`src/rtl/fastfloor_q_to_bba.sv`:
```
// BEHZ divide-by-q-and-floor: y = (x_BBa - fastBConv_q->BBa(x_q)) * q^-1 mod BBa, per slot and lane.
// Optional FASTFLOOR_OUT_REG_EN splits the multiply and the reduction across two cycles.
`ifndef q_BASIS_LEN
`define q_BASIS_LEN 2
`endif
`ifndef BBa_BASIS_LEN
`define BBa_BASIS_LEN 3
`endif

module fastfloor_q_to_bba #(
    parameter int RNS_PRIME_BITS = 8,
    parameter int N_SLOTS        = 2,
    parameter int IN_q_LEN       = `q_BASIS_LEN,
    parameter int OUT_LEN        = `BBa_BASIS_LEN,
    parameter logic [IN_q_LEN-1:0][RNS_PRIME_BITS-1:0] Q_BASIS =
        {RNS_PRIME_BITS'(17), RNS_PRIME_BITS'(13)},
    parameter logic [OUT_LEN-1:0][RNS_PRIME_BITS-1:0] OUT_BASIS =
        {RNS_PRIME_BITS'(29), RNS_PRIME_BITS'(23), RNS_PRIME_BITS'(19)},
    parameter logic [OUT_LEN-1:0][RNS_PRIME_BITS-1:0] QINV =
        {RNS_PRIME_BITS'(21), RNS_PRIME_BITS'(5), RNS_PRIME_BITS'(8)},
    parameter logic [IN_q_LEN-1:0][RNS_PRIME_BITS-1:0] Z_MOD_Q =
        {RNS_PRIME_BITS'(4), RNS_PRIME_BITS'(10)},
    parameter logic [IN_q_LEN-1:0][OUT_LEN-1:0][RNS_PRIME_BITS-1:0] Y_Q_TO_BBA =
        {{RNS_PRIME_BITS'(13), RNS_PRIME_BITS'(13), RNS_PRIME_BITS'(13)},
         {RNS_PRIME_BITS'(17), RNS_PRIME_BITS'(17), RNS_PRIME_BITS'(17)}}
) (
    input  logic clk,
    input  logic reset_n,
    input  logic in_valid,
    output logic in_ready,
    input  logic [N_SLOTS*(IN_q_LEN+OUT_LEN)*RNS_PRIME_BITS-1:0] input_RNSpoly,
    output logic out_valid,
    output logic [N_SLOTS*OUT_LEN*RNS_PRIME_BITS-1:0] output_RNSpoly
);
    // state  | meaning
    // S_IDLE | ready; accepts in_valid, captures x_BBa, launches the base conversion
    // S_CONV | waiting for the base conversion; in_valid ignored
    // S_OREG | reduction stage of the split multiply (FASTFLOOR_OUT_REG_EN only)

    localparam int W  = RNS_PRIME_BITS;
    localparam int NL = IN_q_LEN + OUT_LEN;
    localparam int SW = 2*W + $clog2(IN_q_LEN+1);

    if (IN_q_LEN + OUT_LEN != `q_BASIS_LEN + `BBa_BASIS_LEN) begin : g_len_chk
        $fatal(1, "fastfloor_q_to_bba: IN_q_LEN+OUT_LEN does not match basis lengths");
    end

    typedef enum logic [1:0] {S_IDLE, S_CONV, S_OREG} state_t;

    function automatic logic [W-1:0] mul_mod(input logic [W-1:0] a, input logic [W-1:0] b,
                                             input logic [W-1:0] m);
        logic [2*W-1:0] p;
        p = {{W{1'b0}}, a} * {{W{1'b0}}, b};
        return W'(p % {{W{1'b0}}, m});
    endfunction

    state_t state_q, state_d;
    logic   conv_in_vld, conv_v1_q, conv_v1_d, conv_v2_q, conv_v2_d;
    logic   conv_done, out_valid_q, out_valid_d;

    logic [N_SLOTS-1:0][IN_q_LEN-1:0][W-1:0] z_q, z_d;
    logic [N_SLOTS-1:0][OUT_LEN-1:0][W-1:0]  c_q, c_d;
    logic [N_SLOTS-1:0][OUT_LEN-1:0][W-1:0]  xbba_q, xbba_d;
    logic [N_SLOTS-1:0][OUT_LEN-1:0][W-1:0]  diff, y_new;
    logic [N_SLOTS-1:0][OUT_LEN-1:0][W-1:0]  out_q, out_d;

    assign conv_in_vld = in_valid & in_ready;
    assign conv_done   = (state_q == S_CONV) & conv_v2_q;

    // Base conversion q->BBa: z = x*ZiLUT mod q_i, then c = sum z*YMODB mod m_j.
    always_comb begin
        logic [SW-1:0] acc;
        z_d       = z_q;
        c_d       = c_q;
        xbba_d    = xbba_q;
        conv_v1_d = conv_in_vld;
        conv_v2_d = conv_v1_q;
        acc       = '0;
        for (int k = 0; k < N_SLOTS; k++) begin
            if (conv_in_vld) begin
                for (int i = 0; i < IN_q_LEN; i++)
                    z_d[k][i] = mul_mod(input_RNSpoly[(k*NL+i)*W +: W], Z_MOD_Q[i], Q_BASIS[i]);
                for (int j = 0; j < OUT_LEN; j++)
                    xbba_d[k][j] = input_RNSpoly[(k*NL+IN_q_LEN+j)*W +: W];
            end
            if (conv_v1_q) begin
                for (int j = 0; j < OUT_LEN; j++) begin
                    acc = '0;
                    for (int i = 0; i < IN_q_LEN; i++)
                        acc = acc + SW'({{W{1'b0}}, z_q[k][i]} * {{W{1'b0}}, Y_Q_TO_BBA[i][j]});
                    c_d[k][j] = W'(acc % SW'(OUT_BASIS[j]));
                end
            end
        end
    end

    // Modular difference, brought back into [0, m) when it goes negative.
    always_comb begin
        logic [W:0] dd;
        diff = '0;
        dd   = '0;
        for (int k = 0; k < N_SLOTS; k++) begin
            for (int j = 0; j < OUT_LEN; j++) begin
                dd = {1'b0, xbba_q[k][j]} - {1'b0, c_q[k][j]};
                if (dd[W])
                    dd = dd + {1'b0, OUT_BASIS[j]};
                diff[k][j] = dd[W-1:0];
            end
        end
    end

`ifdef FASTFLOOR_OUT_REG_EN
    logic [N_SLOTS-1:0][OUT_LEN-1:0][2*W-1:0] p_q, p_d;

    always_comb begin
        p_d   = p_q;
        y_new = '0;
        for (int k = 0; k < N_SLOTS; k++) begin
            for (int j = 0; j < OUT_LEN; j++) begin
                if (conv_done)
                    p_d[k][j] = {{W{1'b0}}, diff[k][j]} * {{W{1'b0}}, QINV[j]};
                y_new[k][j] = W'(p_q[k][j] % {{W{1'b0}}, OUT_BASIS[j]});
            end
        end
    end

    always_ff @(posedge clk or negedge reset_n) begin
        if (!reset_n) p_q <= '0;
        else          p_q <= p_d;
    end
`else
    always_comb begin
        y_new = '0;
        for (int k = 0; k < N_SLOTS; k++)
            for (int j = 0; j < OUT_LEN; j++)
                y_new[k][j] = mul_mod(diff[k][j], QINV[j], OUT_BASIS[j]);
    end
`endif

    always_comb begin
        state_d = state_q;
        case (state_q)
            S_IDLE: if (in_valid) state_d = S_CONV;
`ifdef FASTFLOOR_OUT_REG_EN
            S_CONV: if (conv_v2_q) state_d = S_OREG;
            S_OREG: state_d = S_IDLE;
`else
            S_CONV: if (conv_v2_q) state_d = S_IDLE;
`endif
            default: state_d = S_IDLE;
        endcase
    end

    always_comb begin
        in_ready = (state_q == S_IDLE);
`ifdef FASTFLOOR_OUT_REG_EN
        out_valid_d = (state_q == S_OREG);
`else
        out_valid_d = conv_done;
`endif
        out_d = out_valid_d ? y_new : out_q;
    end

    always_ff @(posedge clk or negedge reset_n) begin
        if (!reset_n) begin
            state_q     <= S_IDLE;
            conv_v1_q   <= 1'b0;
            conv_v2_q   <= 1'b0;
            z_q         <= '0;
            c_q         <= '0;
            xbba_q      <= '0;
            out_q       <= '0;
            out_valid_q <= 1'b0;
        end else begin
            state_q     <= state_d;
            conv_v1_q   <= conv_v1_d;
            conv_v2_q   <= conv_v2_d;
            z_q         <= z_d;
            c_q         <= c_d;
            xbba_q      <= xbba_d;
            out_q       <= out_d;
            out_valid_q <= out_valid_d;
        end
    end

    assign out_valid      = out_valid_q;
    assign output_RNSpoly = out_q;

endmodule
```
`config.mk`:
```
export PLATFORM = sky130hd
export DESIGN_NAME = fastfloor_q_to_bba
export DESIGN_NICKNAME = d
export VERILOG_FILES = /design/src/rtl/fastfloor_q_to_bba.sv
export SDC_FILE = /design/constraint.sdc
export NUM_CORES = 1
export LEC_CHECK = 0
export CORE_ASPECT_RATIO = 0.6
export CORE_UTILIZATION = 45
export CTS_CLUSTER_SIZE = 28
export DETAILED_ROUTE_END_ITERATION = 6
export DONT_BUFFER_PORTS = 1
export SYNTH_ARGS = -nofsm -noshare
export SYNTH_HDL_FRONTEND = slang
export SYNTH_SLANG_ARGS = --single-unit
```
`constraint.sdc`:
```
create_clock -name clk -period 15.55 [get_ports clk]
set_input_delay 0 -clock clk [delete_from_list [all_inputs] [get_ports clk]]
set_output_delay 0 -clock clk [all_outputs]
set_load 0.03 [all_outputs]
```
==> metrics.md <==
| Metric | Value |
|---|---|
| Fin. max-slew vios | 0 |
| Total grt overflow | 0 |
| Syn nets | 6294 |
| FF-to-FF End | output_RNSpoly[19]$_DFFE_PN0P_ |
| Crit path launch | xbba_q[16]$_DFFE_PN0P_ |
| Hold Crit Class | in -> reg |
| WP buf/inv | 5 |
| Postcts setup bufs | 0 |
| Pwr dens | ~59 nW/um^2 |
| Die ar. | around 95000 um^2 |
| Synth area leaders | dfrtp_1, ha_1, nand2_1 |
| Core Util, Final | between 40% and 50% |
| Max_slew headroom | a little under a third |
| Hold EP | z_q[2]$_DFFE_PN0P_ |
| Syn-to-layout area delta | 4.87% |
| Outcome | completed |
| CP Capture Type | register |
| Fin Clk Skew | around 24 ps |
| Post-Syn Area | roughly 42000 um^2 |
| Startpoint Class | register |
| CTS Sinks | 180 |
| Top delay family on crit path | compound AO/OA/AOI/OAI gates |
| Sum of negative setup slack | 0 ps |
| Clock latency on the worst-skew pair | 530 ps |
| Post-synthesis sequential area ratio | a little over a tenth |
| Post-synth top area share | a little over a tenth |
| Top_reg_cell synth | dfrtp_1 |
| CP Max Fanout | 17 |
| DRC | 0 |
| Global-route wire length before repair | 202000 um |
| P_leak | 18.5 nW |
| CTS clk-pin slew, worst paths | approximately 90 ps |
| Final GP Congestion | ~0.94 |
| Drt pass-1 iters | 6 |
| CP Data Required Time | around 16000 ps |
| Yosys cell types | between 150 and 200 |
| Non-Filler Instances | about 7000 |
| Pre-CTS setup slack | between 2000 and 2500 ps |
| RSZ-0062 raised after global routing | false |
| Largest net degree at the start of global routing | between 150 and 200 |
| Peak VDD IR | between 150 and 200 uV |
| R2R depth | between 40 and 50 |
| Hold depth | 5 |
| Maximum clock rate | 73.3 MHz |
| Final #Nets | between 6000 and 7000 |
| Cell count after placement | slightly below 7000 |
| Via count | 44752 |
| Slowest stage cell, crit path | a311oi_1 |
| Total I/O pin count | between 100 and 150 |
| Std-Cell Rows | 86 |
| Worst EP arrival | approximately 14000 ps |
| Synth Instances | about 6000 |
| Worst setup path class | reg -> reg |
| H-Tree Depth | 4 |
| Total CTS buffers | 17 |
| Overall Global Routing Usage | 24.8% |
| Hold Vio Cnt, Final | 0 |
| I/O Buffers | 0 |
| CTS Root Buffer Type | clkbuf_16 |
| Reg2reg start | xbba_q[16]$_DFFE_PN0P_ |
| Initial antenna violation count | 2 |
| Dpl hpwl | between 90000 and 100000 um |
| Commonest non-fill, non-tap cell in the layout | nand2_1 |
| Share of layout cells above drive strength 1 | under 10% |
| Initial Util | 45.8% |
| Fin Hold WS | ~42 ps |
| Hold Startpoint | input_RNSpoly[1] |
| #FFs+latches synth | 180 |
| Worst slew pin tran | roughly 1000 ps |
| DR WL/cell | ~17 um |
| Most frequent CP cell | ha_1 |
| Die width | a little under 400 um |
| Setup ws final | 1900 ps |
| CTS max path bufs | 2 |
| R2R Setup Slk | around 1900 ps |
| Final setup fails | 0 |
| Antenna Violating Nets Remaining | 0 |
| Max Cap Violations | 0 |
| Die extent in y | roughly 240 um |
| Routed wire length | around 120000 um |
| Period utilization | ~88% |
| Final worst path period need | between 10000 and 15000 ps |
| Yosys warns | 0 |
| CTS tree | built |
| Post-synth EDFFs | 0 |
| Most frequent cells in the layout | nand2_1, nor2_1, a21oi_1 |
| Via density | around 6.4 |
| Synth async-reset ratio | 100% |
| Slowest stage delay, CP | 860 ps |
| Yosys top cell by area | dfrtp_1 |
| Core Area | between 90000 and 100000 um^2 |
| Drt initial violations | ~4500 |
| Avg Cell Area, Syn | slightly above 7 um^2 |
| Vias in the first global route | just under 40000 |
[flip-flops by register name, summed over array words and instances, names as in the netlist]
signal / count
c_q: 48
output_RNSpoly: 48
xbba_q: 48
z_q: 32
conv_v1_q: 1
conv_v2_q: 1
out_valid: 1
state_q: 1
[power breakdown]
part / switching (mW) / total [mW] / internal, mW
Sequential: 0 / 0.468 / 0.468
Clock: 0.220 / 0.443 / 0.223
Combinational: 1.01 / 1.69 / 0.679
Total: 1.23 / 2.60 / 1.37
[layout make-up]
cell class	instances	area (um^2)
clock inverter	12	123
tap	1232	1540
clock buffer	20	437
multi-input combinational	5128	35600
timing repair buffer	124	1100
sequential	180	4510
antenna	2	5.00
fill	9082	48000
inverter	298	1120
[worst max path at each step]
| stage | cells after the start | end | slack (ps) |
|---|---|---|---|
| final | 46 | output_RNSpoly[19]$_DFFE_PN0P_ | 1900 |
| after global routing | 47 | output_RNSpoly[19]$_DFFE_PN0P_ | 810 |
| after CTS | 47 | output_RNSpoly[19]$_DFFE_PN0P_ | 2150 |
| after detailed placement | 47 | output_RNSpoly[19]$_DFFE_PN0P_ | 2200 |
| after global placement | 47 | output_RNSpoly[19]$_DFFE_PN0P_ | 2580 |
| after floorplan | 49 | output_RNSpoly[43]$_DFFE_PN0P_ | 4450 |
[worst min-delay path, delay by kind of cell]
family	cells	cell delay (ps)
and+or+nand+nor	1	110
AOI/OAI and AO/OA	2	150
xor gates and xnor gates	1	100
muxes	1	140
[logic make-up after synthesis]
logic type	synth area share [%]
multiplexers	4.61
flip-flops	10.6
XOR/XNOR	6.97
AND/OR/NAND/NOR	24.6
AO/OA/AOI/OAI	36.2
adder cells (fa/ha/maj)	11.5
buffers and inverters	5.46
[Yosys cell counts, types with 50 or more instances]
master and n:
a211oi_1 96, a21o_1 90, a21oi_1 385, a31oi_1 98, and2_1 79, and3_1 61, buf_2 76, clkbuf_1 151
dfrtp_1 180, fa_1 50, ha_1 295, inv_1 291, mux2_2 72, mux2i_1 103, nand2_1 638, nand2b_1 55
nand3_1 201, nor2_1 474, nor3_1 206, nor4_1 50, o211ai_1 92, o21a_1 66, o21ai_0 364, o21ai_1 59
o22ai_1 58, o31ai_1 63, or3_1 67, xnor2_1 247, xor2_1 80
[metal layers]
metal | global-route usage [%] | vias up | part of all wire [%]
met5 | 0 | - | 0
met4 | 3.75 | 0 | 0.95
met3 | 4.16 | 83 | 7.9
met2 | 33.4 | 1691 | 38
met1 | 40.4 | 20915 | 53
li1 | - | 22063 | -
[repair_timing]
item | in CTS | in global routing
hold buffers | 62 | 0
hold endpoints to repair | 246 | 0
gates resized for setup | 0 | 0
[through the flow]
step | cell area (um^2) | total power, mW
global route | 44400 | 2.82
CTS | 44400 | 2.60
finish | 44400 | 2.60
detailed placement | 43200 | 2.12
floorplan | 42300 | 1.86
global placement | 43200 | 2.11
(Power assumes the default switching activity.)
